==> src/rtl/egd_bitstream_aligner_pkg.sv <==
// Shared widths and types for the Exp-Golomb bitstream aligner.
//   EGD_WORD_W      input word / window width
//   EGD_LEN_W       consume_len width (values 0..16)
//   EGD_BUF_W       bit buffer width (two words)
//   EGD_CNT_W       bits_avail width (0..32)
//   EGD_FIFO_DEPTH  word FIFO entries (power of two)
//   EGD_LVL_W       fifo_level width (0..EGD_FIFO_DEPTH)
package egd_bitstream_aligner_pkg;
  localparam int EGD_WORD_W     = 16;
  localparam int EGD_LEN_W      = 5;
  localparam int EGD_BUF_W      = 32;
  localparam int EGD_CNT_W      = $clog2(EGD_BUF_W + 1);
  localparam int EGD_FIFO_DEPTH = 4;
  localparam int EGD_LVL_W      = $clog2(EGD_FIFO_DEPTH + 1);

  // What the bit buffer does on a given edge (flush is handled separately).
  typedef enum logic [1:0] {
    OP_IDLE,
    OP_CONSUME,
    OP_ALIGN,
    OP_HOLD
  } egd_op_e;
endpackage

==> src/rtl/egd_bitstream_aligner_if.sv <==
// Host/decoder-facing signals of the bitstream aligner.
//   master : host + decoder side (drives words and consume/align/flush)
//   slave  : aligner side (drives in_ready, window and status)
interface egd_bitstream_aligner_if;
  import egd_bitstream_aligner_pkg::*;

  logic [EGD_WORD_W-1:0] in_data;
  logic                  in_valid;
  logic                  in_ready;
  logic [EGD_WORD_W-1:0] win_data;
  logic                  win_valid;
  logic                  consume_en;
  logic [EGD_LEN_W-1:0]  consume_len;
  logic                  align_en;
  logic                  flush;
  logic [EGD_CNT_W-1:0]  bits_avail;
  logic [EGD_LVL_W-1:0]  fifo_level;
  logic                  err;

  modport master (
    output in_data, in_valid, consume_en, consume_len, align_en, flush,
    input  in_ready, win_data, win_valid, bits_avail, fifo_level, err
  );

  modport slave (
    input  in_data, in_valid, consume_en, consume_len, align_en, flush,
    output in_ready, win_data, win_valid, bits_avail, fifo_level, err
  );
endinterface

==> src/rtl/egd_word_fifo.sv <==
// Synchronous word FIFO with registered storage and first-word-fall-through
// read data (rdata shows the head entry whenever !empty).
//   clk, rst      clock, synchronous active-high reset
//   clr           synchronous clear (same effect as reset)
//   push, wdata   write one word (caller guarantees !full)
//   pop, rdata    remove head word (caller guarantees !empty)
//   full, empty   status
//   level         number of stored words
module egd_word_fifo #(
  parameter  int W     = 16,
  parameter  int DEPTH = 4,
  localparam int AW    = $clog2(DEPTH),
  localparam int LW    = $clog2(DEPTH + 1)
) (
  input  logic          clk,
  input  logic          rst,
  input  logic          clr,
  input  logic          push,
  input  logic [W-1:0]  wdata,
  input  logic          pop,
  output logic [W-1:0]  rdata,
  output logic          full,
  output logic          empty,
  output logic [LW-1:0] level
);
  logic [DEPTH-1:0][W-1:0] mem;
  logic [AW-1:0]           wr_ptr, rd_ptr;
  logic [LW-1:0]           level_q;

  // Storage needs no reset; only pointers and level define contents.
  always_ff @(posedge clk) begin
    if (push) mem[wr_ptr] <= wdata;
  end

  // DEPTH is a power of two, so pointers wrap naturally.
  always_ff @(posedge clk) begin
    if (rst || clr) begin
      wr_ptr  <= '0;
      rd_ptr  <= '0;
      level_q <= '0;
    end else begin
      if (push) wr_ptr <= wr_ptr + AW'(1);
      if (pop)  rd_ptr <= rd_ptr + AW'(1);
      level_q <= level_q + LW'(push) - LW'(pop);
    end
  end

  assign rdata = mem[rd_ptr];
  assign level = level_q;
  assign full  = (level_q == LW'(DEPTH));
  assign empty = (level_q == '0);
endmodule

==> src/rtl/egd_bitstream_aligner.sv <==
// Bitstream front end for the Exp-Golomb decoder. Buffers host words in a
// small FIFO and keeps an MSB-aligned 32-bit bit buffer whose top 16 bits
// form the decode window. Consume/align shift the buffer left; a FIFO word
// is merged in directly below the remaining bits on the same edge.
//   wb_clk_i   clock
//   wb_rst_i   synchronous active-high reset
//   bus        slave side of egd_bitstream_aligner_if (word input,
//              window output, consume/align/flush, status)
module egd_bitstream_aligner
  import egd_bitstream_aligner_pkg::*;
(
  input  logic                     wb_clk_i,
  input  logic                     wb_rst_i,
  egd_bitstream_aligner_if.slave   bus
);
  logic [EGD_BUF_W-1:0]  buf_q, buf_sh, buf_nxt, refill_word;
  logic [EGD_CNT_W-1:0]  cnt_q, cnt_sh, cnt_nxt;
  logic [2:0]            pos_q, align_amt;
  logic                  err_q, err_evt;
  logic                  win_valid;
  logic [EGD_LEN_W-1:0]  drop_len;
  egd_op_e               op;

  logic                  fifo_push, fifo_pop, fifo_full, fifo_empty;
  logic [EGD_WORD_W-1:0] fifo_rdata;
  logic [EGD_LVL_W-1:0]  fifo_level;

  assign win_valid    = (cnt_q >= EGD_CNT_W'(EGD_WORD_W));
  assign bus.in_ready = !fifo_full && !bus.flush;
  assign fifo_push    = bus.in_valid && bus.in_ready;

  egd_word_fifo #(
    .W     (EGD_WORD_W),
    .DEPTH (EGD_FIFO_DEPTH)
  ) u_fifo (
    .clk   (wb_clk_i),
    .rst   (wb_rst_i),
    .clr   (bus.flush),
    .push  (fifo_push),
    .wdata (bus.in_data),
    .pop   (fifo_pop),
    .rdata (fifo_rdata),
    .full  (fifo_full),
    .empty (fifo_empty),
    .level (fifo_level)
  );

  // (8 - pos) mod 8 is just the 3-bit negation of pos.
  assign align_amt = 3'd0 - pos_q;

  always_comb begin
    err_evt = ((bus.consume_en || bus.align_en) && !win_valid) ||
              (bus.consume_en && (bus.consume_len > EGD_LEN_W'(EGD_WORD_W))) ||
              (bus.consume_en && bus.align_en);

    // A legal align wins even when it is itself part of an error (both
    // enables high); any other error freezes the buffer for this edge.
    if (bus.align_en && win_valid) op = OP_ALIGN;
    else if (err_evt)              op = OP_HOLD;
    else if (bus.consume_en)       op = OP_CONSUME;
    else                           op = OP_IDLE;

    case (op)
      OP_ALIGN:   drop_len = {2'b00, align_amt};
      OP_CONSUME: drop_len = bus.consume_len;
      default:    drop_len = '0;
    endcase

    buf_sh = buf_q << drop_len;
    cnt_sh = cnt_q - EGD_CNT_W'(drop_len);

    // Refill uses the post-shift count so a 16-bit consume and a pop share
    // one edge and the window stays valid.
    fifo_pop    = (op != OP_HOLD) && !bus.flush && !fifo_empty &&
                  (cnt_sh <= EGD_CNT_W'(EGD_WORD_W));
    refill_word = {fifo_rdata, {EGD_WORD_W{1'b0}}} >> cnt_sh;

    buf_nxt = buf_sh;
    cnt_nxt = cnt_sh;
    if (fifo_pop) begin
      buf_nxt = buf_sh | refill_word;
      cnt_nxt = cnt_sh + EGD_CNT_W'(EGD_WORD_W);
    end
  end

  always_ff @(posedge wb_clk_i) begin
    if (wb_rst_i || bus.flush) begin
      buf_q <= '0;
      cnt_q <= '0;
      pos_q <= '0;
      err_q <= 1'b0;
    end else begin
      buf_q <= buf_nxt;
      cnt_q <= cnt_nxt;
      pos_q <= pos_q + drop_len[2:0];
      err_q <= err_q | err_evt;
    end
  end

  assign bus.win_data   = buf_q[EGD_BUF_W-1 -: EGD_WORD_W];
  assign bus.win_valid  = win_valid;
  assign bus.bits_avail = cnt_q;
  assign bus.fifo_level = fifo_level;
  assign bus.err        = err_q;
endmodule

==> src/flat_wrapper.sv <==
// flat-port wrapper written by rule: the top's interface ports become plain ports
module egd_bitstream_aligner_flat import egd_bitstream_aligner_pkg::*;
  (wb_clk_i, wb_rst_i, bus_in_data, bus_in_valid, bus_consume_en, bus_consume_len, bus_align_en, bus_flush, bus_in_ready, bus_win_data, bus_win_valid, bus_bits_avail, bus_fifo_level, bus_err);
  egd_bitstream_aligner_if bus_i ();
  input  logic wb_clk_i;
  input  logic wb_rst_i;
  input wire logic [$bits(bus_i.in_data)-1:0] bus_in_data;
  input wire logic [$bits(bus_i.in_valid)-1:0] bus_in_valid;
  input wire logic [$bits(bus_i.consume_en)-1:0] bus_consume_en;
  input wire logic [$bits(bus_i.consume_len)-1:0] bus_consume_len;
  input wire logic [$bits(bus_i.align_en)-1:0] bus_align_en;
  input wire logic [$bits(bus_i.flush)-1:0] bus_flush;
  output wire logic [$bits(bus_i.in_ready)-1:0] bus_in_ready;
  output wire logic [$bits(bus_i.win_data)-1:0] bus_win_data;
  output wire logic [$bits(bus_i.win_valid)-1:0] bus_win_valid;
  output wire logic [$bits(bus_i.bits_avail)-1:0] bus_bits_avail;
  output wire logic [$bits(bus_i.fifo_level)-1:0] bus_fifo_level;
  output wire logic [$bits(bus_i.err)-1:0] bus_err;
  assign bus_i.in_data = bus_in_data;
  assign bus_i.in_valid = bus_in_valid;
  assign bus_i.consume_en = bus_consume_en;
  assign bus_i.consume_len = bus_consume_len;
  assign bus_i.align_en = bus_align_en;
  assign bus_i.flush = bus_flush;
  assign bus_in_ready = bus_i.in_ready;
  assign bus_win_data = bus_i.win_data;
  assign bus_win_valid = bus_i.win_valid;
  assign bus_bits_avail = bus_i.bits_avail;
  assign bus_fifo_level = bus_i.fifo_level;
  assign bus_err = bus_i.err;
  egd_bitstream_aligner u_core (.wb_clk_i(wb_clk_i), .wb_rst_i(wb_rst_i), .bus(bus_i));
endmodule
==> config.mk <==
export PLATFORM = sky130hd
export DESIGN_NAME = egd_bitstream_aligner_flat
export DESIGN_NICKNAME = d
export VERILOG_FILES = /design/src/rtl/egd_bitstream_aligner_pkg.sv /design/src/rtl/egd_bitstream_aligner_if.sv /design/src/rtl/egd_word_fifo.sv /design/src/rtl/egd_bitstream_aligner.sv /design/src/flat_wrapper.sv
export SDC_FILE = /design/constraint.sdc
export NUM_CORES = 1
export LEC_CHECK = 0
export ABC_AREA = 1
export CAP_MARGIN = 30
export CORE_MARGIN = 5
export CORE_UTILIZATION = 55
export CTS_CLUSTER_SIZE = 24
export DETAILED_ROUTE_END_ITERATION = 12
export GPL_TIMING_DRIVEN = 0
export PLACE_DENSITY = 0.73
export SLEW_MARGIN = 40
export SYNTH_ARGS = -nofsm -noshare
export SYNTH_HDL_FRONTEND = slang
export SYNTH_HIERARCHICAL = 1
export SYNTH_SLANG_ARGS = --single-unit
==> constraint.sdc <==
create_clock -name wb_clk_i -period 6.1 [get_ports wb_clk_i]
set_input_delay 0.915 -clock wb_clk_i [delete_from_list [all_inputs] [get_ports wb_clk_i]]
set_output_delay 0.915 -clock wb_clk_i [all_outputs]
set_load 0.01 [all_outputs]
Word-level counts from Yosys, hierarchy flattened

Cells that the tools add are included.

$add $sub $neg: 8
$lt $le $gt $ge: 6
Equality and inequality tests: 4
Shift operators: 2
Mux-type cells: 11
Bitwise operators: 2
Reduce and logical (&&, ||, !) cells: 19

Operators by type and width:

| operator            | number |
|---|---|
| $bwmux 64           | 1 |
| $bmux 16 s2         | 1 |
| $demux 16 s2        | 1 |
| $mux 16             | 2 |
| $mux 32             | 1 |
| $or 32x32->32       | 1 |
| $shl 32x5->32       | 1 |
| $shr 32x6->32       | 1 |
| $logic_and 1x1->1   | 10 |
| $pmux 5 s2          | 1 |
| $add 6x5->6 const B | 1 |
| $ge 6x5->1 const B  | 1 |
| $le 6x5->1 const B  | 1 |
| $lt 2x3->1 const B  | 2 |
| $mux 6              | 1 |
| $sub 6x5->6         | 1 |
| $gt 5x5->1 const B  | 1 |
| $add 2x1->2 const B | 2 |
| $logic_not 1->1     | 4 |
| $logic_or 1x1->1    | 4 |
| $mux 2              | 2 |
| $add 3x1->3         | 1 |
| $add 3x3->3         | 1 |
| $eq 3x3->1 const B  | 1 |
| other kinds (9)     | 9 |

Flip-flop bits (word level): 113
Input port bits: 27
Output and inout bits: 28
Word-level logic and storage cells: 63

Logic depth before layout (Yosys ltp)

Gate-level depths: netlist of the first run.

Depth after elaboration: 13
Gate-level depth with buffers: 32
Depth with buffers taken out: 30

Modules after synthesis

Netlist of the first run, hierarchy kept.

Modules (own cells, without submodules):

| module                | instances | cells each | area an instance (µm²) | sequential area each (µm²) |
|---|---|---|---|---|
| egd_bitstream_aligner | 1         | 843        | 4727.0                 | 840.8 |
| egd_word_fifo         | 1         | 243        | 3091.7                 | 2062.0 |

Worst setup path after synthesis of the first run

No wires, ideal clock.

Kind: input -> register
Start: in bus_consume_len[2]
End: reg u_core.u_fifo.level_q[2] (netlist: u_core/u_fifo/level[2])
Setup time: 115 ps
Arrival time: 5393 ps
Required time: 5985 ps
Path slack: 592 ps
Stages on the path: 29
Path buffers: 3
Path through: or4_1 nand3_1 nand3_1 a21oi_1 inv_1 ha_1 nand2_1 nand2_1 nand2_1 buf_2 inv_1 ha_1 fa_1 o21ai_2 xor2_2 buf_6 ha_1 nand2_1 nand2_1 nor2_1 buf_4 ha_1 inv_1 ha_1 fa_1 inv_1 nand3_1 nand2_1 nor2_1

Longest elaborated chain between the ends: 12
Elaborated cells on any way between the ends: 16
Classes of those cells: add/sub (2); order compare (2); eq/ne (3); mux (3); reduce/logical (6)

Ends and longest elaborated chain:

| element                                         | RTL line                    | text |
|---|---|---|
| start, declared                                 | flat_wrapper.sv:10          | `input wire logic [$bits(bus_i.consume_len)-1:0] bus_consume_len;` |
| $gt 5x5->1                                      | egd_bitstream_aligner.sv:53 | `(bus.consume_en && (bus.consume_len > EGD_LEN_W'(EGD_WORD_W))) \|\|` |
| $logic_and 1x1->1                               | egd_bitstream_aligner.sv:53 |  |
| $logic_or 1x1->1                                | egd_bitstream_aligner.sv:52 | `err_evt = ((bus.consume_en \|\| bus.align_en) && !win_valid) \|\|` |
| $logic_or 1x1->1                                | egd_bitstream_aligner.sv:53 |  |
| $mux 2                                          | egd_bitstream_aligner.sv:59 | `else if (err_evt) op = OP_HOLD;` |
| $mux 2                                          | egd_bitstream_aligner.sv:58 | `if (bus.align_en && win_valid) op = OP_ALIGN;` |
| $eq 2x1->1 / $eq 2x2->1 (equally long branches) | egd_bitstream_aligner.sv:63 | `case (op)` |
| $pmux 5 s2                                      | egd_bitstream_aligner.sv:63 |  |
| $sub 6x5->6                                     | egd_bitstream_aligner.sv:70 | `cnt_sh = cnt_q - EGD_CNT_W'(drop_len);` |
| $le 6x5->1                                      | egd_bitstream_aligner.sv:75 | `(cnt_sh <= EGD_CNT_W'(EGD_WORD_W));` |
| $logic_and 1x1->1 *                             | egd_bitstream_aligner.sv:74 | `fifo_pop = (op != OP_HOLD) && !bus.flush && !fifo_empty &&` |
| net u_core.fifo_pop                             | egd_bitstream_aligner.sv:24 | `logic fifo_push, fifo_pop, fifo_full, fifo_empty;` |
| $sub 3x1->3 *                                   | egd_word_fifo.sv:44         | `level_q <= level_q + LW'(push) - LW'(pop);` |
| end signal, assigned                            | egd_word_fifo.sv:44         |  |
| end, declared                                   | egd_word_fifo.sv:28         | `logic [LW-1:0] level_q;` |

The timed path passes the listed nets; every way through them passes the cells marked *.
A chain may end at the register's enable or synchronous reset.

Worst setup path after layout of the first run

Same ends and word-level chain as after synthesis.

==> summary.md, run 1 <==
| Metric | Value |
|---|---|
| Status | completed |
| Setup violations, final | 0 |
| Setup WS post-layout | 249 ps |
| CP max FO | 13 |
| Slew Limit Fails | 0 |
| Syn nets | 1,133 |
| IO Pins | 55 |
| Aggregate global routing overflow | 0 |
| Number of global-route vias before repair | 7,102 |
| Die height | 129 µm |
| GP Congestion | 1.05 |
| Slew HR | 47.0% |
| Crit Path Category | input port to flip-flop |
| Pwr per Cell Area | 399 nW/µm² |
| FF+latch count, synth | 113 |
| Htree depth | 4 |
| Data required, critical path | 6410 ps |
| Share of cells above drive strength 1 | 12.7% |
| Clock Pin Slew Worst Setup and Hold Paths | 60 ps |
| CP endpoint kind | flip-flop |
| CTS tree | done |
| Final hold slack | 480 ps |
| PortBufs | 54 |
| # diodes | 0 |
| # rows | 43 |
| Die span in x | 129 µm |
| WL/cell | 17.9 µm |
| DRT Pass-1 Iters | 6 |
| Finished Core Util | 66.3% |
| Total GRT Usage | 29.1% |
| Post-synth cell types | 39 |
| ANT nets after route | 0 |
| HP Class | flip-flop to flip-flop |
| Min cycle time layout | 5850 ps |
| Worst-skew pair later-pin latency | 420 ps |
| EDFF count, synth | 64 |
| # DRC | 0 |
| Placed Area | 8580 µm² |
| Slew @ Worst Pin | 793 ps |
| Post-synthesis sequential area ratio | 37.1% |
| Worst-case clock buffer depth | 2 |
| CTS Buf Count | 17 |
| Setup slack at placement | -560 ps |
| Mean Syn Cell Area | 7.20 µm² |
| Highest Clock Rate | 171 MHz |
| Maxcap violations | 0 |
| Initial core utilization | 56.1% |
| Post-Syn Area | 7820 µm² |
| Leak Pwr | 0.00405 µW |
| Yosys top cell by area | edfxtp_1 |
| Asr flop ratio synth | 0% |
| Worst path slowest cell | or4_1 |
| Top_reg_cell synth | edfxtp_1 |
| Setup Skew | 12.6 ps |
| Maximum VDD drop | 0.298 mV |
| Core outline area | 13,900 µm² |
| NumNets Final | 1,209 |
| First-pass GRT wire length | 37.4 mm |
| Post-synth top area share | 24.6% |
| Final WL | 24.3 mm |
| Synth Instances | 1,086 |
| Fin. Hold Viols | 0 |
| Synth area leaders | edfxtp_1 (25%), nand3_1 (20%), nand2_1 (13%), dfxtp_1 (13%), inv_1 (5.0%) |
| DR vias/cell | 5.75 |
| P&R area growth vs syn | 18.2% |
| Design area | 9250 µm² |
| Largest net degree at the start of global routing | 17 |
| Warnings from Yosys | 6 |
| Routed via count | 7,795 |
| Startpoint types | input port |
| Final period utilization | 95.9% |
| Clk root buf | clkbuf_16 |
| CP peak stage delay | 530 ps |
| Dpl hpwl | 18.3 mm |
| Antenna violations before repair | 0 |
| Arrival @ worst endpoint | 6160 ps |
| DIE AREA | 16,700 µm² |
| CTS sink cnt | 113 |
| DRT iter0 DRCs | 756 |
[Yosys cell counts, types with 2 or more instances]
cell      count
inv_1       104
clkbuf_1     23
edfxtp_1     64
nor3_1        2
a21oi_2       9
buf_1         5
inv_2         2
buf_4        20
buf_2        24
o21ai_1       7
dfxtp_1      49
o21ai_2       2
buf_6         5
xnor2_1       2
o21ai_0      25
nand4_1       5
nor2_1       38
buf_12        2
a21oi_1      39
nand3_1     311
ha_1         17
o211ai_1     16
nand2_1     264
nand2_2      19
o211ai_2     16
fa_1          3
[critical path: cells and delay by family]
| family | cells | cell delay (ps) |
|---|---|---|
| adder cells (fa/ha/maj) | 7 | 1960 |
| buffers and inverters | 7 | 1080 |
| AND/OR/NAND/NOR | 12 | 1620 |
| AO/OA/AOI/OAI | 2 | 380 |
| XOR/XNOR | 1 | 180 |
[flip-flops by register name, summed over array words and instances (netlist names)]
register	cells
u_core/u_fifo/level	3
u_core/bus.bits_avail	6
u_core/u_fifo/rd_ptr	2
u_core/u_fifo/wr_ptr	2
u_core/buf_q	32
u_core/u_fifo/mem	64
u_core/bus.err	1
u_core/pos_q	3
[logic make-up (layout without fill, tap and decap cells)]
kind of cell	after synthesis	count (layout)	share of synthesized area (%)
compound gates	115	115	10.1
xor+xnor	3	3	0.432
fa+ha+maj	20	20	3.49
buf+inv	189	278	11.5
flops	113	113	37.1
simple gates	646	646	37.3
[stage by stage]
step / std cells / power, µW / TNS (ps)
global placement: 1320 / 2610 / -1220
CTS: 1351 / 3630 / 0
global route: 1355 / 3940 / -9.11
finish: 1355 / 3690 / 0
floorplan: 1086 / 2160 / 0
detailed placement: 1320 / 2620 / -1250
[timing repair]
action,4_1_cts,5_1_grt
setup endpoints to repair,2,2
setup buffers,0,4
resized for setup,2,11
hold buffers,0,0
gates cloned,0,0
pin swaps,0,2
[cell type report]
| class | count | area [µm²] |
|---|---|---|
| clock buffers | 17 | 425 |
| plain buffers | 79 | 490 |
| repair buffers | 58 | 571 |
| well taps | 180 | 225 |
| multi-input cells | 784 | 4040 |
| fillers | 1258 | 4690 |
| clock inverters | 15 | 171 |
| flip-flops and latches | 113 | 2900 |
| inverters | 109 | 415 |
[report_power, final]
| group | internal, µW | switching (µW) | total [µW] | leakage, µW |
|---|---|---|---|---|
| combinational | 582 | 1220 | 1800 | 0.00279 |
| clock | 614 | 398 | 1010 | 0.000288 |
| sequential | 845 | 28.9 | 874 | 0.000978 |
[layout by cell type (no fill, tap or decap), types with 2 or more instances in the layout]
cell,instances
fa_1,3
inv_2,2
buf_4,23
clkbuf_1,21
nand2_2,20
o21ai_0,25
inv_1,104
nor3_1,2
nand4_1,5
clkdlybuf4s50_1,54
inv_6,8
buf_6,6
nand2_1,261
clkinvlp_4,2
nand3_1,311
buf_1,5
o21ai_2,2
nor2_1,37
clkbuf_16,17
inv_8,2
a21oi_2,9
dfxtp_1,49
edfxtp_1,64
ha_1,17
o211ai_1,16
o21ai_1,7
o211ai_2,16
buf_2,23
nor2_4,2
nand2_4,2
buf_12,2
a21oi_1,39
clkinv_1,2
bufinv_16,2
xnor2_1,2
[worst paths after layout]
path / startpoint / end / cells after the start / slack (ps)
setup / recovery: bus_consume_len[2] / u_core/u_fifo/level[2] / 29 / 250
hold / removal: u_core/bus.err / u_core/bus.err / 2 / 480
setup reg to reg: u_core/bus.bits_avail[5] / u_core/u_fifo/level[2] / 28 / 1230
hold reg to reg: u_core/bus.err / u_core/bus.err / 2 / 480
[layer usage]
metal | up-vias | share of wire, % | GRT usage (%) | wire length (µm)
met4 | 0 | 5.2 | 16.7 | 1260
met2 | 358 | 49 | 49.9 | 11900
met5 | - | 0 | 0 | 0
li1 | 3823 | - | - | -
met1 | 3535 | 40 | 34.6 | 9620
met3 | 79 | 6.1 | 4.58 | 1490
Power figures use the tool's default switching activity.
==> inputs of run 2 (changes only) <==
==> constraint.sdc (replaced) <==
create_clock -name wb_clk_i -period 7.3 [get_ports wb_clk_i]
set_input_delay 1.095 -clock wb_clk_i [delete_from_list [all_inputs] [get_ports wb_clk_i]]
set_output_delay 1.095 -clock wb_clk_i [all_outputs]
set_load 0.01 [all_outputs]
==> run 2 against run 1 <==
  * Total power shrank 17%
  * Critical path type unchanged
  * Flip-flop and latch count unchanged
  * Wire length down 0.25%
  * Via count is essentially flat
  * Largest power group unchanged
  * Highest routed layer unchanged
==> summary.md, run 2 (same netlist as run 1, synthesis figures left out) <==
| Metric | Value |
|---|---|
| Worst path slowest cell | clkbuf_1 |
| Htree depth | 4 (unchanged) |
| Final period utilization | 88.3% |
| Highest Clock Rate | 155 MHz |
| # diodes | 0 (unchanged) |
| CTS resizes | 0 (-2) |
| Die span in x | 129 µm (unchanged) |
| Final WL | 24.2 mm (-0.25%) |
| Slew @ Worst Pin | 807 ps (+14.1 ps) |
| Leak Pwr | 0.00402 µW (-0.85%) |
| Largest register by flop count | u_core/u_fifo/mem |
| Core outline area | 13,900 µm² (unchanged) |
| Status | completed |
| Die height | 129 µm (unchanged) |
| NumNets Final | 1,206 (-0.25%) |
| Startpoint types | input port |
| Slew HR | 46.0% (-0.94 points) |
| CP endpoint kind | flip-flop |
| Setup WS post-layout | 857 ps (+607 ps) |
| Slew Limit Fails | 0 (unchanged) |
| # rows | 43 (unchanged) |
| TNS Setup | 0 ps (unchanged) |
| ANT nets after route | 0 (unchanged) |
| GP Congestion | 1.05 (unchanged) |
| CP max FO | 13 (unchanged) |
| Clk pwr share | 27.7% (+0.3 points) |
| Largest net degree at the start of global routing | 17 (unchanged) |
| CP peak stage delay | 550 ps (+20 ps) |
| Clk root buf | clkbuf_16 |
| Reg power frac | 23.9% (+0.2 points) |
| Worst-case clock buffer depth | 2 (unchanged) |
| Total Power | 3050 µW (-17%) |
| Share of cells above drive strength 1 | 11.9% (-0.74 points) |
| Commonest cells after routing, fill and taps aside | nand3_1 (311), nand2_1 (264), inv_1 (104) |
| WL/cell | 17.9 µm (about the same) |
| Setup slack at placement | 460 ps (+1020 ps) |
| CTS Buf Count | 17 (unchanged) |
| DR vias/cell | 5.77 (+0.26%) |
| Total GRT Usage | 29.1% (unchanged) |
| Pwr per Cell Area | 332 nW/µm² (-17%) |
| Antenna violations before repair | 0 (unchanged) |
| Min cycle time layout | 6440 ps |
| Setup Skew | 12.6 ps (-0.0440 ps) |
| Hold_buf cts | 0 (unchanged) |
| Aggregate global routing overflow | 0 (unchanged) |
| Internal power | 1690 µW (-17%) |
| Clock Pin Slew Worst Setup and Hold Paths | 60 ps (about the same) |
| Data required, critical path | 7610 ps (+1200 ps) |
| Initial core utilization | 56.1% (unchanged) |
| Routed via count | 7,798 (+0.038%) |
| NetSw | 1360 µW (-17%) |
| HP Class | flip-flop to flip-flop |
| Sw frac | 44.7% (about the same) |
| DRT iter0 DRCs | 799 (+5.7%) |
| CTS tree | done |
| IO Pins | 55 (unchanged) |
| # DRC | 0 (unchanged) |
| DIE AREA | 16,700 µm² (unchanged) |
| PortBufs | 54 (unchanged) |
| Commonest non-fill, non-tap cell in the layout | nand3_1 |
| Crit Path Category | input port to flip-flop |
| Fin. Hold Viols | 0 (unchanged) |
| Arrival @ worst endpoint | 6760 ps (+600 ps) |
| RSZ-0062 raised after global routing | false |
| Combinational fraction of design power | 48.3% (-0.6 points) |
| P&R area growth vs syn | 17.5% |
| Number of global-route vias before repair | 7,124 (+0.31%) |
| Maxcap violations | 0 (unchanged) |
| Max FFs per register | 64 (unchanged) |
| Setup violations, final | 0 (unchanged) |
| Dpl hpwl | 18.3 mm (unchanged) |
| Worst-skew pair later-pin latency | 420 ps (about the same) |
| DRT Pass-1 Iters | 6 (unchanged) |
| CTS sink cnt | 113 (unchanged) |
| # Post-CTS Setup Buffers | 0 (unchanged) |
| Maximum VDD drop | 0.248 mV (-17%) |
| First-pass GRT wire length | 37.4 mm (about the same) |
## run 2: layer usage
| layer | vias up | share of wire [%] | global-route usage [%] |
|---|---|---|---|
| li1 | 3818 | - | - |
| met1 | 3504 | 40 | 34.5 |
| met2 | 382 | 48 | 49.8 |
| met3 | 94 | 6.2 | 4.62 |
| met4 | 0 | 5.7 | 17.0 |
| met5 | - | 0 | 0 |
## run 2: worst max-delay path, delay by kind of cell
family          cells  cell delay (ps)
fa+ha+maj           6             1700
compound gates      2              320
simple gates       13             1980
buf+inv             9             1650
## run 2: power groups by stage
stage / Clock (µW) / Combinational, µW / Sequential (µW)
after detailed placement: 0 / 1440 / 743
after floorplan: 0 / 1060 / 738
after global placement: 0 / 1440 / 743
final: 847 / 1480 / 730
after global routing: 890 / 1640 / 733
after CTS: 856 / 1450 / 729
## run 2: worst paths after layout
path / start / endpoint / slack (ps) / depth (start not counted)
max reg2reg: u_core/bus.bits_avail[5] / u_core/u_fifo/level[2] / 2010 / 29
min: u_core/bus.err / u_core/bus.err / 480 / 2
min reg2reg: u_core/bus.err / u_core/bus.err / 480 / 2
max: bus_consume_len[2] / u_core/u_fifo/level[2] / 860 / 30
## run 2: final cells by class
| cell class | instances | area, µm² |
|---|---|---|
| Buffer | 80 | 487 |
| Clock buffer | 17 | 425 |
| Clock inverter | 15 | 171 |
| Fill cell | 1260 | 4750 |
| Inverter | 109 | 415 |
| Multi-Input combinational cell | 784 | 4020 |
| Sequential cell | 113 | 2900 |
| Tap cell | 180 | 225 |
| Timing Repair Buffer | 54 | 541 |
## run 2: stage by stage
stage                     std cells  instance area, µm²  util (%)  hold slack, ps
after floorplan                1086                7820         -             474
after global placement         1320                8580      61.6             462
after detailed placement       1320                8580      61.6             463
after CTS                      1352                9180      65.9             480
after global routing           1352                9190      65.9             517
final                          1352                9190      65.9             481
